<file path="src/rtl/ram_sdp_clr.sv">
// Simple dual-port synchronous RAM with byte-enabled writes, a 1- or 2-cycle
// read pipeline with valid strobe, and a clear sequencer that zeroes the
// whole array after reset and on command.
module ram_sdp_clr #(
  parameter int unsigned DATA_W   = 16,
  parameter int unsigned ADDR_W   = 4,
  parameter int unsigned RD_LAT   = 1,
  parameter int unsigned RDW_MODE = 0
) (
  input  logic                clk,
  input  logic                rst_n,
  input  logic                we,
  input  logic [ADDR_W-1:0]   waddr,
  input  logic [DATA_W-1:0]   wdata,
  input  logic [DATA_W/8-1:0] wbe,
  input  logic                re,
  input  logic [ADDR_W-1:0]   raddr,
  output logic [DATA_W-1:0]   rdata,
  output logic                rvalid,
  input  logic                clr,
  output logic                busy,
  output logic                clr_done
);

  localparam int unsigned DEPTH  = 1 << ADDR_W;
  localparam int unsigned NBYTES = DATA_W / 8;
  localparam logic [ADDR_W-1:0] LAST_ADDR = ADDR_W'(DEPTH - 1);

  typedef enum logic [0:0] {
    ST_CLEAR = 1'b0,
    ST_IDLE  = 1'b1
  } state_e;

  state_e            state;
  state_e            state_nxt;
  logic [ADDR_W-1:0] cnt;
  logic [ADDR_W-1:0] cnt_nxt;
  logic              busy_nxt;
  logic              clr_done_nxt;
  logic              clr_wr_c;
  logic              wr_en_c;
  logic              rd_en_c;
  logic [DATA_W-1:0] wr_word_c;
  logic [DATA_W-1:0] rd_word_c;

  logic [DATA_W-1:0] mem [DEPTH];

  // State, clear counter and status flags
  always_ff @(posedge clk or negedge rst_n) begin
    if (!rst_n) begin
      state    <= ST_CLEAR;
      cnt      <= '0;
      busy     <= 1'b1;
      clr_done <= 1'b0;
    end else begin
      state    <= state_nxt;
      cnt      <= cnt_nxt;
      busy     <= busy_nxt;
      clr_done <= clr_done_nxt;
    end
  end

  // Next state: sweep the array once, then wait for a clear command
  always_comb begin
    state_nxt = state;
    cnt_nxt   = cnt;
    case (state)
      ST_CLEAR: begin
        cnt_nxt = cnt + ADDR_W'(1);
        if (cnt == LAST_ADDR) begin
          state_nxt = ST_IDLE;
        end
      end
      ST_IDLE: begin
        if (clr) begin
          state_nxt = ST_CLEAR;
          cnt_nxt   = '0;
        end
      end
      default: begin
        state_nxt = ST_CLEAR;
        cnt_nxt   = '0;
      end
    endcase
  end

  // Outputs and access enables; clr beats a same-cycle write but not a read
  always_comb begin
    clr_wr_c     = 1'b0;
    wr_en_c      = 1'b0;
    rd_en_c      = 1'b0;
    clr_done_nxt = 1'b0;
    busy_nxt     = (state_nxt == ST_CLEAR);
    case (state)
      ST_CLEAR: begin
        clr_wr_c     = 1'b1;
        clr_done_nxt = (cnt == LAST_ADDR);
      end
      ST_IDLE: begin
        wr_en_c = we && !clr;
        rd_en_c = re;
      end
      default: begin
        clr_wr_c = 1'b0;
      end
    endcase
  end

  // Byte-merged write word: new bytes where enabled, stored bytes elsewhere
  always_comb begin
    wr_word_c = mem[waddr];
    for (int unsigned i = 0; i < NBYTES; i++) begin
      if (wbe[i]) begin
        wr_word_c[8*i +: 8] = wdata[8*i +: 8];
      end
    end
  end

  // Read word, forwarding the merged write on a same-address collision in write-first mode
  always_comb begin
    rd_word_c = mem[raddr];
    if ((RDW_MODE == 1) && wr_en_c && (waddr == raddr)) begin
      rd_word_c = wr_word_c;
    end
  end

  // Array update: clear sweep has the port while busy
  always_ff @(posedge clk) begin
    if (clr_wr_c) begin
      mem[cnt] <= '0;
    end else if (wr_en_c) begin
      mem[waddr] <= wr_word_c;
    end
  end

  if (RD_LAT == 2) begin : g_lat2
    logic              s1_v;
    logic [DATA_W-1:0] s1_d;

    // Two-stage read pipeline; data registers only load on valid reads
    always_ff @(posedge clk or negedge rst_n) begin
      if (!rst_n) begin
        s1_v   <= 1'b0;
        s1_d   <= '0;
        rvalid <= 1'b0;
        rdata  <= '0;
      end else begin
        s1_v   <= rd_en_c;
        rvalid <= s1_v;
        if (rd_en_c) begin
          s1_d <= rd_word_c;
        end
        if (s1_v) begin
          rdata <= s1_d;
        end
      end
    end
  end else begin : g_lat1
    // Single-stage read; rdata holds between reads
    always_ff @(posedge clk or negedge rst_n) begin
      if (!rst_n) begin
        rvalid <= 1'b0;
        rdata  <= '0;
      end else begin
        rvalid <= rd_en_c;
        if (rd_en_c) begin
          rdata <= rd_word_c;
        end
      end
    end
  end

endmodule

</file>
<file path="config.mk">
export PLATFORM = sky130hd
export DESIGN_NAME = ram_sdp_clr
export DESIGN_NICKNAME = d
export VERILOG_FILES = /design/src/rtl/ram_sdp_clr.sv
export SDC_FILE = /design/constraint.sdc
export NUM_CORES = 1
export LEC_CHECK = 0
export CORE_UTILIZATION = 45
export DETAILED_ROUTE_END_ITERATION = 10
export REMOVE_ABC_BUFFERS = 1
export SLEW_MARGIN = 30
export SYNTH_ARGS = -nofsm -noshare
export SYNTH_HDL_FRONTEND = slang
export SYNTH_SLANG_ARGS = --single-unit
</file>
<file path="constraint.sdc">
create_clock -name clk -period 2.7 [get_ports clk]
set_input_delay 0.54 -clock clk [delete_from_list [all_inputs] [get_ports clk]]
set_output_delay 0.54 -clock clk [all_outputs]
set_load 0.01 [all_outputs]
</file>
==> results of run 1 <==
[routing by layer]
metal | GRT usage, % | up-vias | routed length, um
li1 | - | 2877 | -
met1 | 27.5 | 3141 | 10800
met2 | 33.5 | 183 | 12500
met3 | 2.62 | 19 | 1220
met4 | 3.85 | 0 | 216
met5 | 0 | - | 0
[cells by family (layout without fill, tap and decap cells)]
kind of cell	Yosys count	in the layout	synth area share [%]
mux	136	136	12.3
buf+inv	42	162	1.72
flops	280	280	74.0
fa+ha+maj	1	1	0.112
simple gates	176	176	8.12
xor+xnor	2	2	0.156
compound gates	55	55	3.66
[sequential cells by signal (all words and copies together) (netlist names)]
register,cells
cnt,4
rvalid,1
mem,256
rdata,16
clr_done,1
busy,1
state,1
[critical path, cell delays in order]
cell and delay (ns):
clkdlybuf4s50_1 0.45, nor2b_2 0.15, o211a_1 0.23, buf_12 0.18, mux2_2 0.44, nor3_1 0.23, buf_4 0.21
[final cells by class]
class | instances | area [um2]
inverter | 3 | 11.3
clock buffer | 32 | 737
clock inverter | 20 | 268
sequential | 280 | 8290
timing repair buffer | 107 | 990
multi-input combinational | 370 | 2740
fill | 1944 | 11000
tap | 324 | 405
[final timing paths]
check	from	endpoint	slack (ns)	cells past startpoint
min in group clk	rdata[9]	rdata[9]	0.48	2
worst max register to register	state	mem[13][12]	0.77	5
worst min-delay path	rst_n	rdata[2]	0.40	2
max in group asynchronous	rst_n	busy	1.96	2
worst max-delay path	clr	mem[13][12]	0.48	7
worst min register to register	rdata[9]	rdata[9]	0.48	2
[power breakdown]
group	switching (mW)	total [mW]	internal, mW
clock network	1.58	4.12	2.54
registers	0.281	5.96	5.68
logic	1.39	2.34	0.952
total	3.26	12.4	9.17
[cell usage in the layout, fill, tap and decap left out, types with 2 or more instances in the layout]
cell type and count:
edfxtp_1 256, nor2b_2 3, clkbuf_1 3, clkbuf_16 29
clkdlybuf4s50_1 48, inv_1 2, clkinv_2 6, o21ai_1 2
mux2i_1 132, buf_4 53, nand2_1 56, nor2_1 5
nand4_1 16, bufinv_16 6, mux2i_2 2, buf_12 5
clkinv_1 3, nor2b_1 9, nor3_1 24, and2_1 17
clkinvlp_4 4, a22oi_1 48, nand3_1 33, dfrtp_1 23
nor3_2 8
==> flow_metrics.py, run 1 <==
metrics = {
    "timing": {
        "finClkSkew_ns": 0.0121,
        "finalSetupViolations": 0,
        "slew_violations": 0,
        "setup_slack_ns": 0.485,
        "maxSlewHeadroom_pct": 44.0,
        "rsz0062_at_grt": "false",
        "holdWs_ns": 0.399,
        "worst_pin_slew_ns": 0.839,
        "fmax_mhz": 451,
        "report.final.hold_viol_count": 0,
        "finalSetupTns_ns": 0,
        "period_minus_slack_ns": 2.22,
        "min_period_over_period_pct": 82.0,
    },
    "cts": {
        "cts_hold_buf": 0,
        "cts_setup_buffers": 0,
        "cts_buffer_depth": 3,
        "cts_sinks": 280,
        "cts_tree": "built",
        "ctsHtreeMaxLevel": 1,
        "insertion_delay_ns": 0.53,
        "numCtsBuffers": 28,
        "cts-root-buf": "clkbuf_16",
        "clk_pin_slew_ns": 0.06,
        "postCtsResizedCells": 0,
    },
    "synthesis": {
        "yosysMostFrequentCell": "edfxtp_1",
        "syn_area_per_cell_um2": 16.2,
        "synth_top_area_share_pct": 68.6,
        "synth-main-ff-cell": "edfxtp_1",
        "synth_edf_count": 256,
        "yosysTopAreaCell": "edfxtp_1",
        "yosys-top-cells-area": "edfxtp_1 (69%), mux2i_1 (12%), dfrtp_1 (5.1%)",
        "ys_seq_area_share_pct": 74.0,
        "synth-seq-cells": 280,
        "async_flop_share_pct": 8.57,
        "yosys-top-cells-count": "edfxtp_1 (256), mux2i_1 (132), nand2_1 (56)",
        "yosys_warnings": 0,
        "netlist_area_mm2": 0.0112,
        "yosysUniqueCellTypes": 36,
        "synthesis.instances": 692,
    },
    "power": {
        "irDropWorstVdd_mv": 0.573,
        "power.leakage_nw": 4.93,
        "power_density_mw_per_mm2": 924,
        "power_mw": 12.4,
    },
    "finish": {
        "instances_no_fill": 1136,
        "nets": 822,
        "utilization_pct": 55.1,
        "drive_above_1_share_pct": 15.3,
        "diodes": 0,
        "fin_area_mm2": 0.0134,
        "area.growth.synth_to_final_pct": 19.9,
    },
    "drt": {
        "vias": 6220,
        "routedWlPerCell_um": 21.8,
        "drtAntennaViolNets": 0,
        "drtPass1Iterations": 7,
        "routed_wirelength_mm": 24.8,
        "drcViolationCount": 0,
        "drtIter0Drc": 535,
        "vias_per_cell": 5.48,
    },
    "worst_setup_path": {
        "cp.required_ns": 2.93,
        "endpoint_kind": "flop",
        "cp_max_fo": 16,
        "cp_data_arrival_time_ns": 2.45,
        "critPathLaunchType": "primary input",
        "worstSetupPathType": "in -> reg",
    },
    "global_route": {
        "antenna_found_initial": 0,
        "grt_pass1_wl_mm": 37.9,
        "grt_pass1_vias": 6306,
        "grt_usage_pct": 19.7,
        "grt.overflow.total": 0,
        "grt_max_degree": 41,
    },
    "placed_design": {
        "placedInstanceArea_mm2": 0.0124,
        "hpwl_mm": 16.4,
        "io_buffers": 49,
        "gp_congestion": 0.863,
        "placed_cells": 1084,
        "pre_cts_slack_ns": -0.0539,
    },
    "floorplanning": {
        "die_w_um": 160,
        "start_util_pct": 45.9,
        "die_height_um": 160,
        "num_rows": 57,
        "core_area_mm2": 0.0244,
        "num_io_pins": 50,
        "die_area_mm2": 0.0255,
    },
    "run": {
        "cap_violations": 0,
    },
    "status": {
        "status": "finished, final reports clean",
    },
    "hold_path": {
        "min-delay-path-class": "in -> async",
    },
}
Power figures use the tool's default switching activity.
==> run 2, diff against run 1 <==
==> constraint.sdc (replaced) <==
create_clock -name clk -period 1.8 [get_ports clk]
set_input_delay 0.36 -clock clk [delete_from_list [all_inputs] [get_ports clk]]
set_output_delay 0.36 -clock clk [all_outputs]
set_load 0.01 [all_outputs]
==> run 2 against run 1 <==
Compared with the run above:
- critical path depth shrank 6
- clock power grew 45%
- global-route usage grew 0.17 points
- flip-flop and latch count is the same
- setup slack lost 0.44 ns
- sequential share of layout area shrank 2.5 points
- power grew 50%
- utilization grew 2.3 points
- count of clock-buffer cells in the layout grew 8
- wire length grew 0.51%
- clock skew shrank 0.0042 ns
- largest cell class unchanged
==> flow_metrics.py, run 2 (synthesis gave the netlist of run 1 again) <==
metrics = {
    "status": {
        "status": "finished, final reports clean",
    },
    "floorplanning": {
        "die_area_mm2": 0.0255,
        "core_area_mm2": 0.0244,
        "die_w_um": 160,
        "num_rows": 57,
        "num_io_pins": 50,
        "die_height_um": 160,
        "start_util_pct": 45.9,
    },
    "cts": {
        "cts_buffer_depth": 3,
        "cts_sinks": 280,
        "cts-root-buf": "clkbuf_16",
        "clk_pin_slew_ns": 0.06,
        "numCtsBuffers": 28,
        "cts_hold_buf": 0,
        "cts_tree": "built",
        "ctsHtreeMaxLevel": 1,
        "insertion_delay_ns": 0.52,
    },
    "worst_setup_path": {
        "worstSetupPathType": "reg -> out",
        "critPathSlowestCell": "clkdlybuf4s50_1",
        "cp.required_ns": 1.44,
        "endpoint_kind": "output pin",
        "cpLargestDelayFamily": "buffers and inverters",
        "critPathLaunchType": "flop",
        "worst-path-buf-inv": 1,
        "cp_data_arrival_time_ns": 1.39,
        "cp_max_fo": 2,
        "crit_path_cell_trace": "clkdlybuf4s50_1",
        "slowest_delay_ns": 0.53,
    },
    "timing": {
        "holdWs_ns": 0.220,
        "fmax_mhz": 571,
        "worst_pin_slew_ns": 0.388,
        "finClkSkew_ns": 0.00792,
        "finalSetupViolations": 0,
        "report.final.hold_viol_count": 0,
        "maxSlewHeadroom_pct": 74.1,
        "slew_violations": 0,
        "finalSetupTns_ns": 0,
        "min_period_over_period_pct": 97.4,
        "period_minus_slack_ns": 1.75,
    },
    "placed_design": {
        "gp_congestion": 0.829,
        "io_buffers": 49,
        "hpwl_mm": 16.6,
        "placedInstanceArea_mm2": 0.0129,
    },
    "global_route": {
        "grt_pass1_vias": 6521,
        "grt.overflow.total": 0,
        "antenna_found_initial": 0,
        "grt_usage_pct": 19.9,
        "grt_max_degree": 43,
        "grt_pass1_wl_mm": 38.1,
    },
    "drt": {
        "drtIter0Drc": 476,
        "drtAntennaViolNets": 0,
        "routed_wirelength_mm": 24.9,
        "vias": 6299,
        "routedWlPerCell_um": 21.4,
        "drtPass1Iterations": 4,
        "drcViolationCount": 0,
        "vias_per_cell": 5.42,
    },
    "finish": {
        "drive_above_1_share_pct": 18.6,
        "reg_top3": "mem (256), rdata (16), cnt (4)",
        "multi_input_area_mm2": 0.00280,
        "fin_area_mm2": 0.0140,
        "utilization_pct": 57.5,
        "nets": 849,
        "regMostFlops": "mem",
        "layout_commonest_cell": "edfxtp_1",
        "mostFrequentLayoutCells": "edfxtp_1 (256), mux2i_1 (130), nand2_1 (56)",
        "area.growth.synth_to_final_pct": 25.0,
        "diodes": 0,
        "largest_reg_flops": 256,
        "nFillCells": 1887,
        "seqCellArea_mm2": 0.00829,
    },
    "run": {
        "cap_violations": 0,
    },
    "power": {
        "power.leakage_nw": 5.27,
        "irDropWorstVdd_mv": 0.713,
        "power_density_mw_per_mm2": 1330,
        "power_mw": 18.7,
    },
    "hold_path": {
        "min-delay-path-class": "in -> async",
    },
}
[run 2: where the power goes]
part	leakage, nW	switching [mW]	total, mW	internal, mW
clock	0.474	2.24	5.96	3.71
combinational	2.08	2.15	3.74	1.59
sequential	2.71	0.436	8.95	8.52
[run 2: repair_timing]
item,in CTS,in global routing
buffers inserted,0,2
pin swaps,0,2
setup endpoints to repair,266,252
gates resized for setup,15,22
[run 2: layer usage]
metal | wire length [um] | vias to the layer above | part of all wire (%) | track usage (%)
met4 | 288 | 0 | 1.2 | 3.77
met5 | 0 | - | 0 | 0
met3 | 1230 | 20 | 5.0 | 2.75
li1 | - | 2937 | - | -
met1 | 11000 | 3174 | 44 | 27.6
met2 | 12300 | 168 | 50 | 33.9
[run 2: final timing paths]
check                      startpoint         to  slack, ns  depth (start not counted)
hold / removal                  rst_n   rdata[1]       0.22                          2
hold reg to reg             rdata[10]  rdata[10]       0.48                          2
setup reg to reg                state  mem[6][8]       0.07                          6
setup / recovery            rdata[10]  rdata[10]       0.05                          1
min in group clk                  clr     cnt[2]       0.25                          3
max in group asynchronous       rst_n       busy       1.25                          2
[run 2: per-stage QoR]
step                      setup slack (ns)  cells
after floorplan                     -0.767    653
after global placement              -0.692   1109
after detailed placement            -0.680   1109
after CTS                          0.00264   1161
after global routing              -0.00965   1163
final                               0.0475   1163
[run 2: layout make-up]
cell class | instances | share of cell area (%)
Clock inverter | 12 | 1.15
Tap cell | 324 | 2.89
Inverter | 3 | 0.0804
Clock buffer | 40 | 5.83
Timing Repair Buffer | 134 | 10.9
Sequential cell | 280 | 59.2
Multi-Input combinational cell | 370 | 20.0
==> run 3, diff against run 2 <==
--- a/config.mk
+++ b/config.mk
@@ -7,6 +7,7 @@
 export LEC_CHECK = 0
 export CORE_UTILIZATION = 45
 export DETAILED_ROUTE_END_ITERATION = 10
+export PLACE_DENSITY = 0.65
 export REMOVE_ABC_BUFFERS = 1
 export SLEW_MARGIN = 30
 export SYNTH_ARGS = -nofsm -noshare
==> run 3 against run 2 <==
Compared with the run above:
- the run now ends with setup timing left
- non-clock buffer count up 19
- via count up 5.1%
- hold slack better by 0.0030 ns
- count of clock-buffer cells in the layout down 9
- global-route usage up 0.63 points
- combinational power up 22%
- largest power group unchanged
- sequential share of layout area down 1.4 points
- fmax down 5.0%
- design area up 2.4%
- register-to-register slack worse by 0.11 ns
- critical path type is now reg -> reg
- die area unchanged
==> flow_metrics.py, run 3 (synthesis gave the netlist of run 1 again) <==
metrics = {
    "finish": {
        "regMostFlops": "mem",
        "fin_area_mm2": 0.0144,
        "seqCellArea_mm2": 0.00829,
        "drive_above_1_share_pct": 22.9,
        "nFillCells": 1813,
        "area.growth.synth_to_final_pct": 28.1,
        "mostFrequentLayoutCells": "edfxtp_1 (256), mux2i_1 (130), nand2_1 (56)",
        "nets": 867,
        "multi_input_area_mm2": 0.00304,
        "layout_commonest_cell": "edfxtp_1",
        "largest_reg_flops": 256,
        "reg_top3": "mem (256), rdata (16), cnt (4)",
        "instances_no_fill": 1180,
        "diodes": 0,
    },
    "timing": {
        "rsz0062_at_grt": "true",
        "fmax_mhz": 542,
        "finalSetupViolations": 112,
        "maxSlewHeadroom_pct": 59.0,
        "slew_violations": 0,
        "worst_pin_slew_ns": 0.611,
        "finalSetupTns_ns": -2.59,
        "finClkSkew_ns": 0.00782,
        "setup_slack_ns": -0.0446,
        "report.final.hold_viol_count": 0,
        "min_period_over_period_pct": 102,
        "period_minus_slack_ns": 1.84,
    },
    "cts": {
        "cts-root-buf": "clkbuf_16",
        "cts_sinks": 280,
        "clk_pin_slew_ns": 0.06,
        "ctsHtreeMaxLevel": 1,
        "numCtsBuffers": 27,
        "cts_buffer_depth": 3,
        "cts_tree": "built",
        "insertion_delay_ns": 0.54,
    },
    "placed_design": {
        "gp_congestion": 0.819,
        "hpwl_mm": 17.3,
        "placed_cells": 1124,
        "placedInstanceArea_mm2": 0.0130,
        "io_buffers": 49,
    },
    "drt": {
        "drtIter0Drc": 518,
        "vias": 6621,
        "drtPass1Iterations": 8,
        "routed_wirelength_mm": 26.2,
        "vias_per_cell": 5.61,
        "routedWlPerCell_um": 22.2,
        "drcViolationCount": 0,
        "drtAntennaViolNets": 0,
    },
    "global_route": {
        "grt_usage_pct": 20.5,
        "grt_max_degree": 40,
        "grt_pass1_wl_mm": 39.5,
        "antenna_found_initial": 0,
        "grt.overflow.total": 0,
        "grt_pass1_vias": 6848,
    },
    "worst_setup_path": {
        "endpoint_kind": "flop",
        "worstSetupPathType": "reg -> reg",
        "cp_max_fo": 8,
        "cp.required_ns": 2.05,
        "cp_data_arrival_time_ns": 2.09,
        "critPathLaunchType": "flop",
    },
    "floorplanning": {
        "die_area_mm2": 0.0255,
        "die_w_um": 160,
        "num_io_pins": 50,
        "num_rows": 57,
        "start_util_pct": 45.9,
        "core_area_mm2": 0.0244,
        "die_height_um": 160,
    },
    "status": {
        "violations": "setup timing",
        "status": "finished, violations left",
    },
    "run": {
        "cap_violations": 0,
    },
    "power": {
        "power_density_mw_per_mm2": 1330,
        "irDropWorstVdd_mv": 0.740,
        "power.leakage_nw": 5.36,
    },
    "hold_path": {
        "min-delay-path-class": "in -> async",
    },
}
-- run 3: worst max-delay path: stages, from the launching register on --
cell     delay, ns
dfrtp_1       0.39
o211a_4       0.17
buf_6         0.12
buf_4         0.13
mux2i_2       0.16
buf_6         0.19
nor3_4        0.22
buf_6         0.17
-- run 3: what timing repair did --
item / 4_1_cts / 5_1_grt
endpoints found under the setup margin: 258 / 254
setup buffers: 4 / 2
hold buffers: 0 / 0
pin swaps: 10 / 15
resized for setup: 41 / 59
hold endpoints to repair: 0 / 0
-- run 3: final timing paths --
path                            startpoint    endpoint  slack, ns  cells past startpoint
worst max-delay path                 state  mem[12][4]      -0.04                      7
worst min-delay path                 rst_n    rdata[5]       0.22                      2
worst max register to register       state  mem[12][4]      -0.04                      7
worst min register to register    rdata[9]    rdata[9]       0.48                      2
max in group asynchronous            rst_n        busy       1.25                      2
min in group clk                       clr      cnt[2]       0.36                      3
-- run 3: power breakdown --
group / internal [mW] / switching, mW
combinational: 1.86 / 2.69
clock: 3.26 / 2.34
sequential: 8.52 / 0.388
total: 13.6 / 5.42
-- run 3: cell type report --
type / instances / area share, %
clock inverter: 19 / 1.25
clock buffer: 31 / 4.95
timing repair buffer: 153 / 12.0
inverter: 3 / 0.0784
tap: 324 / 2.82
multi-input combinational: 370 / 21.2
sequential: 280 / 57.7
-- run 3: metal layers --
metal	wire length [um]	GRT usage, %
met5	0	0
met4	517	6.80
met3	1810	3.40
met2	13000	34.0
met1	10900	27.8
-- run 3: stage by stage --
step	util, %	power [mW]	setup WS, ns	hold WS (ns)
6_report	58.9	19.1	-0.0446	0.223
3_5_place_dp	53.3	12.9	-0.961	0.472
4_1_cts	57.6	18.6	-0.0773	0.226
5_1_grt	58.9	19.8	-0.110	0.243
2_1_floorplan	-	10.7	-0.767	0.0644
3_3_place_gp	53.2	12.7	-0.938	0.475
